**config.mk**
```make
export PLATFORM = sky130hd
export DESIGN_NAME = core_ibex_stall_tracker
export DESIGN_NICKNAME = d
export VERILOG_FILES = /design/src/rtl/core_ibex_stall_tracker.sv
export SDC_FILE = /design/constraint.sdc
export NUM_CORES = 1
export LEC_CHECK = 0
export BUFFER_PORTS_ARGS = -buffer_cell sky130_fd_sc_hd__buf_2
export CAP_MARGIN = 25
export CORE_ASPECT_RATIO = 1.25
export CORE_MARGIN = 5
export CORE_UTILIZATION = 50
export CTS_BUF_LIST = sky130_fd_sc_hd__clkbuf_2
export CTS_CLUSTER_DIAMETER = 150
export DETAILED_ROUTE_END_ITERATION = 16
export GPL_TIMING_DRIVEN = 0
export HOLD_SLACK_MARGIN = 0.02
export PLACE_DENSITY = 0.73
export SLEW_MARGIN = 5
export SYNTH_ARGS = -nofsm -noshare
export SYNTH_HDL_FRONTEND = slang
export SYNTH_SLANG_ARGS = --single-unit
export TNS_END_PERCENT = 100
```
**constraint.sdc**
```tcl
create_clock -name clk -period 4 [get_ports clk]
set_clock_uncertainty 0.05 [all_clocks]
set_input_delay 0.8 -clock clk [delete_from_list [all_inputs] [get_ports clk]]
set_output_delay 0.8 -clock clk [all_outputs]
set_load 0.01 [all_outputs]
```
**src/rtl/core_ibex_stall_tracker.sv**
```systemverilog
// Per-channel ID-stage stall, longest-run and retire counters under an IDLE/RUN/SAT control FSM.
// Latency: 1 clk, all outputs registered; no backpressure, inputs are sampled every cycle.
module core_ibex_stall_tracker #(
    parameter int NumStallCh      = 5,
    parameter int CntWidth        = 16,
    parameter int LongStallThresh = 8
) (
    input  logic                                 clk,
    input  logic                                 rst_ni,
    input  logic                                 en_i,
    input  logic                                 clear_i,
    input  logic                                 valid_id_i,
    input  logic                                 valid_wb_i,
    input  logic [NumStallCh-1:0]                stall_id_i,
    output logic [NumStallCh-1:0][CntWidth-1:0]  stall_cnt_o,
    output logic [NumStallCh-1:0][CntWidth-1:0]  max_run_o,
    output logic [CntWidth-1:0]                  retire_cnt_o,
    output logic [NumStallCh-1:0]                long_stall_o,
    output logic [1:0]                           state_o
);

    typedef enum logic [1:0] {
        StIdle = 2'b00,
        StRun  = 2'b01,
        StSat  = 2'b10
    } state_e;

    localparam logic [CntWidth-1:0] CntMax = '1;
    localparam logic [CntWidth-1:0] CntOne = CntWidth'(1);
    localparam logic [CntWidth-1:0] Thresh = CntWidth'(LongStallThresh);

    state_e                               state_q, state_d;
    logic [NumStallCh-1:0][CntWidth-1:0]  stall_cnt_q, stall_cnt_d;
    logic [NumStallCh-1:0][CntWidth-1:0]  max_run_q, max_run_d;
    logic [NumStallCh-1:0][CntWidth-1:0]  run_q, run_d;
    logic [CntWidth-1:0]                  retire_cnt_q, retire_cnt_d;
    logic [NumStallCh-1:0]                long_stall_q, long_stall_d;

    logic                                 counting;
    logic                                 sat_hit;
    logic [NumStallCh-1:0]                qual;
    logic [CntWidth-1:0]                  run_inc;

    always_comb begin
        state_d      = state_q;
        stall_cnt_d  = stall_cnt_q;
        max_run_d    = max_run_q;
        run_d        = '0;
        retire_cnt_d = retire_cnt_q;
        long_stall_d = '0;
        sat_hit      = 1'b0;
        run_inc      = '0;
        qual         = stall_id_i & {NumStallCh{valid_id_i}};
        counting     = (state_q == StRun) && en_i;

        if (counting) begin
            for (int c = 0; c < NumStallCh; c++) begin
                if (qual[c]) begin
                    run_inc  = (run_q[c] == CntMax) ? CntMax : run_q[c] + CntOne;
                    run_d[c] = run_inc;
                    if (run_inc > max_run_q[c]) begin
                        max_run_d[c] = run_inc;
                    end
                    // Run only climbs within a stall, so the threshold is crossed once per run.
                    long_stall_d[c] = (run_inc == Thresh) && (run_q[c] != Thresh);
                    if (stall_cnt_q[c] != CntMax) begin
                        stall_cnt_d[c] = stall_cnt_q[c] + CntOne;
                        if (stall_cnt_d[c] == CntMax) begin
                            sat_hit = 1'b1;
                        end
                    end
                end
            end
            if (valid_wb_i && (retire_cnt_q != CntMax)) begin
                retire_cnt_d = retire_cnt_q + CntOne;
                if (retire_cnt_d == CntMax) begin
                    sat_hit = 1'b1;
                end
            end
        end

        unique case (state_q)
            StIdle:  if (en_i) state_d = StRun;
            StRun:   begin
                if (!en_i) begin
                    state_d = StIdle;
                end else if (sat_hit) begin
                    state_d = StSat;
                end
            end
            StSat:   state_d = StSat;
            default: state_d = StIdle;
        endcase

        // The final saturating update lands, but SAT itself holds no live run or pulse.
        if (sat_hit) begin
            run_d        = '0;
            long_stall_d = '0;
        end

        if (clear_i) begin
            state_d      = StIdle;
            stall_cnt_d  = '0;
            max_run_d    = '0;
            run_d        = '0;
            retire_cnt_d = '0;
            long_stall_d = '0;
        end
    end

    always_ff @(posedge clk or negedge rst_ni) begin
        if (!rst_ni) begin
            state_q      <= StIdle;
            stall_cnt_q  <= '0;
            max_run_q    <= '0;
            run_q        <= '0;
            retire_cnt_q <= '0;
            long_stall_q <= '0;
        end else begin
            state_q      <= state_d;
            stall_cnt_q  <= stall_cnt_d;
            max_run_q    <= max_run_d;
            run_q        <= run_d;
            retire_cnt_q <= retire_cnt_d;
            long_stall_q <= long_stall_d;
        end
    end

    assign stall_cnt_o  = stall_cnt_q;
    assign max_run_o    = max_run_q;
    assign retire_cnt_o = retire_cnt_q;
    assign long_stall_o = long_stall_q;
    assign state_o      = state_q;

endmodule

```
# After elaboration in Yosys (flattened, before gate mapping)
# Index checks and enable logic that the tools add are counted.
# Widths: inputs -> output; s select.
# word_totals
register_bits	263
input_bits	11
# classes
n_addsub	11
n_lt_le_gt_ge	5
n_eq_ne	31
mux	72
n_bitwise	1
reduce_logical	37
# op_table
op	n
$mux 80	7
$mux 16	33
$add 16x1->16 const B	11
$eq 16x16->1 const B	11
$ne 16x16->1 const B	6
$eq 16x4->1 const B	5
$gt 16x16->1	5
$ne 16x4->1 const B	5
$reduce_bool 2->1	17
$reduce_and 3->1	10
$mux 1	24
$mux 5	3
$mux 2	4
$logic_and 1x1->1	7
$pmux 2 s3	1
$and 5x5->5	1
$ne 4x4->1 const B	1
$reduce_and 2->1	2
$ne 3x3->1 const B	1
$eq 2x1->1 const B	1
$eq 2x2->1 const B	1
$logic_not 2->1	1

# Logic depth before layout (Yosys ltp)
# depth
depth_word	25
depth_mapped	17
mapped_depth_nobuf	15

# Least setup slack after synthesis
# Ideal clock, no wire load.
# synth_path
path_kind	register to register
startpoint	register run_q[48] in the netlist's numbering
endpoint	register max_run_q (netlist bit max_run_o[62])
t_arrival_ns	3.577
required_time_ns	3.825
slack_ns	0.249
path_stages_with_launch	14
period_less_slack_ns	3.751
cell_sequence	dfrtp_1 ha_1 nand4_1 nor2_1 and3_1 mux2i_1 inv_1 ha_1 nand4_1 or2_2 or3_1 a31oi_2 buf_2 mux2_2
# synth_via
elab_chain_len	6
elab_cells_between_ends	10
classes_between	add/sub (1); order compare (1); eq/ne (1); mux (5); reduce/logical (2)
# synth_rtl
item	line	rtl
start, declared	35	logic [NumStallCh-1:0][CntWidth-1:0] run_q, run_d;
start signal, assigned	123	run_q <= run_d;
$add 16x1->16 / $eq 16x16->1 (equally long branches)	59	run_inc = (run_q[c] == CntMax) ? CntMax : run_q[c] + CntOne;
$mux 16 *	59	
parallel branches: the longest is 4 deep, another holds $gt 16x16->1	--	
end signal, assigned	122	max_run_q <= max_run_d;
end, declared	34	logic [NumStallCh-1:0][CntWidth-1:0] max_run_q, max_run_d;
# Mark *: on every way between the ends. The select of a mux whose other input is x is not followed.
# A chain may end at the register's enable or synchronous reset.

# Final worst setup path
# layout_path
startpoint	register run_q[49] in the netlist's numbering
endpoint	register max_run_q (netlist bit max_run_o[62])
# Same word-level chain as after synthesis.

==> summary.md <==
| Metric | Value |
|---|---|
| Clk root buf | `clkbuf_2` |
| Min setup slack post-route | `0.132 ns` |
| Avg Cell Area, Syn | `8.82 sq um` |
| Total routing resource utilization after global routing | `27.2%` |
| Synth Cell Area | `17300 sq um` |
| Count of nets after finishing | `2364` |
| CTS tree | `built` |
| Routed vias | `15900` |
| Fraction of final layout cells with drive strength greater than 1 | `19.9%` |
| Flip-flop and latch count after synthesis | `263` |
| Slew Viols, Final | `0` |
| Detailed-route DRC error count | `0` |
| Tightest Pin Transition | `1.04 ns` |
| Routability congestion estimate | `0.947` |
| HP Class | `primary input to flip-flop` |
| Insertion delay of the later-clocked pin in the worst-skew pair | `0.99 ns` |
| Number of buffers created by CTS | `71` |
| Leading cell type in the layout, fill and taps excluded | `dfrtp_1` |
| Count of port buffers added during placement | `193` |
| Post-synthesis sequential area ratio | `38.0%` |
| CTS H-Tree Depth | `3` |
| Finish-stage setup viols | `0` |
| Result of the run | `finished clean` |
| Number of cells after detailed placement | `2628` |
| Standard-cell row count | `76` |
| IR Drop Worst-Case VDD | `0.171 mV` |
| Largest fanout on the critical path | `10` |
| Proportion of synthesized flip-flops having asynchronous set or reset | `100%` |
| Clock-pin slew on the worst setup and hold paths | `0.10 ns` |
| Number of enable-type register cells in the synthesized netlist | `0` |
| Register area | `6590 sq um` |
| Maximum count of clock buffers along a single path | `3` |
| Top flip-flop cell by instance count after synthesis | `dfrtp_1` |
| Initial standard-cell utilization of the core | `50.5%` |
| Pin count of the biggest net entering global routing | `100` |
| Final min period | `3.87 ns` |
| Most frequent cells in the layout | `dfrtp_1, nand2_1, buf_2` |
| Reg2reg path depth | `13` |
| Total of warnings raised by yosys | `0` |
| Required time at the worst-slack endpoint | `4.81 ns` |
| Final Util | `58.0%` |
| Sinks on the clock net | `263` |
| Non-filler cells, final | `2765` |
| Static power due to leakage | `0.00936 uW` |
| Core region area | `34300 sq um` |
| Detailed-placement wirelength estimate | `39.2 mm` |
| Total of fill cells in the finished design | `3200` |
| Count of unique library cells instantiated by Yosys | `94` |
| Synthesized netlist cell count | `1965` |
| Number of global-route vias before repair | `15700` |
| DP Worst Slack | `-0.550 ns` |
| Die extent in y | `218 um` |
| Power per cell area | `242 nW/um^2` |
| Reported max-cap violation count | `0` |
| Wire length of the first global-routing pass | `84.4 mm` |
| Post-detailed-route wirelength per cell | `19.0 um` |
| Critical path launch point type | `flip-flop` |
| Post-synth net total | `2078` |
| Number of antenna violations at the first check in global routing | `1` |
| Aggregate global routing overflow | `0` |
| Critical path start-end classification | `flip-flop to flip-flop` |
| Fraction of the cycle the final worst path needs | `96.7%` |
| Setup repair after global routing missed its margin | `true` |
| 1st-iter DRT viols | `870` |
| Achievable Freq | `0.259 GHz` |
| Vias per cell | `5.76` |
| Final routed wirelength across all metal layers | `52.6 mm` |
| Layout-stage area growth over the synthesis result | `14.9%` |
| Worst setup EP type | `flip-flop` |
| Cell depth of the worst min-delay path | `3` |
| Worst-case hold slack | `0.190 ns` |
| Area used by multi-input combinational logic | `9980 sq um` |
| Arrival time reported for the critical path endpoint | `4.68 ns` |
| Startpoint of the tightest hold check path | `stall_id_i[1]` |
| Overall power of the completed layout | `4810 uW` |
| Drt first pass iters | `5` |
| Worst setup path startpoint | `run_q[49]` |
| Die width | `176 um` |
| Relative slew margins | `30.7%` |
| Ports | `194` |
| Post-route ant nets | `0` |
| Floorplan die area | `38500 sq um` |
| RR Startpoint | `run_q[49]` |
| Number of failing hold endpoints at the final stage | `0` |
## final cells by class
class	instances	area share [%]
Clock inverter	18	0.503
Antenna cell	1	0.0126
Tap cell	468	2.94
Multi-Input combinational cell	1479	50.2
Inverter	139	2.62
Clock buffer	100	2.51
Sequential cell	263	33.1
Timing Repair Buffer	219	6.12
Buffer	78	2.00
## where the power goes
part / total (uW) / internal (uW) / switching (uW) / leakage (uW)
clock network: 1910 / 729 / 1180 / 0.000471
registers: 2670 / 2660 / 8.30 / 0.00366
logic: 229 / 50.0 / 179 / 0.00523
## cells by family after synthesis
kind of cell	Yosys count	share of synthesized area (%)
simple gates	900	27.4
fa+ha+maj	102	7.37
buf+inv	223	5.35
compound gates	269	10.6
flops	263	38.0
xor+xnor	128	6.47
mux	80	4.81
## stage by stage
step | instance area, sq um | TNS, ns
4_1_cts | 19700 | 0
6_report | 19900 | 0
5_1_grt | 19900 | -0.0488
3_5_place_dp | 18900 | -10.32
2_1_floorplan | 17300 | 0
3_3_place_gp | 18900 | -744.52
## what timing repair did
| action | 4_1_cts | 5_1_grt |
|---|---|---|
| endpoints found under the setup margin | 62 | 54 |
| gates resized for setup | 26 | 24 |
| hold endpoints to repair | 77 | 0 |
| pin swaps | 4 | 6 |
| cloned | 0 | 0 |
| hold buffers | 3 | 0 |
| buffers inserted | 4 | 17 |
## worst max-delay path: stages (launching register included)
cell and delay, ns:
dfrtp_1 0.45, ha_2 0.27, nand4_1 0.18, nor2_2 0.22, and3_1 0.22, mux2i_2 0.32
inv_1 0.11, ha_1 0.32, nand4_1 0.10, or2_2 0.32, or3_1 0.42, a31oi_4 0.22
buf_6 0.21, mux2_2 0.34
## Yosys cell counts (all sizes together), types with 7 or more instances
| cell | count | area, sq um |
|---|---|---|
| a2111oi | 8 | 90.1 |
| a211oi | 31 | 238 |
| a21o | 20 | 150 |
| a21oi | 62 | 314 |
| a31oi | 15 | 106 |
| and2 | 27 | 169 |
| and3 | 41 | 262 |
| and4 | 18 | 158 |
| buf | 31 | 198 |
| clkbuf | 52 | 196 |
| dfrtp | 263 | 6580 |
| ha | 102 | 1280 |
| inv | 136 | 510 |
| mux2 | 26 | 293 |
| mux2i | 54 | 541 |
| nand2 | 222 | 836 |
| nand2b | 21 | 131 |
| nand3 | 72 | 373 |
| nand3b | 8 | 60.1 |
| nand4 | 93 | 597 |
| nor2 | 190 | 713 |
| nor2b | 18 | 113 |
| nor3 | 61 | 310 |
| nor3b | 37 | 278 |
| nor4 | 25 | 188 |
| nor4b | 16 | 171 |
| o211ai | 7 | 52.6 |
| o21a | 10 | 75.1 |
| o21ai | 61 | 305 |
| o311ai | 9 | 104 |
| o31ai | 10 | 85.1 |
| or2 | 8 | 50.1 |
| or3 | 21 | 139 |
| xnor2 | 54 | 473 |
| xor2 | 74 | 648 |
## path summary, 6_finish.rpt
check	end	slack, ns
min	stall_cnt_o[24]	0.19
max	max_run_o[62]	0.13
max in group asynchronous	max_run_o[76]	2.15
max reg2reg	max_run_o[62]	0.13
min in group asynchronous	run_q[41]	0.36
min reg2reg	state_o[0]	0.45
## sequential cells by signal (all words and copies together) (netlist names)
register	count
max_run_o	80
stall_cnt_o	80
run_q	80
state_o	2
retire_cnt_o	16
long_stall_o	5
## per-layer routing
layer	up-vias	share of wire [%]	GRT usage (%)
met5	-	0	0
met4	0	3.2	11.0
met3	93	7.3	6.54
met2	566	48	45.1
met1	7702	41	34.4
li1	7564	-	-
Power figures use the tool's default switching activity.
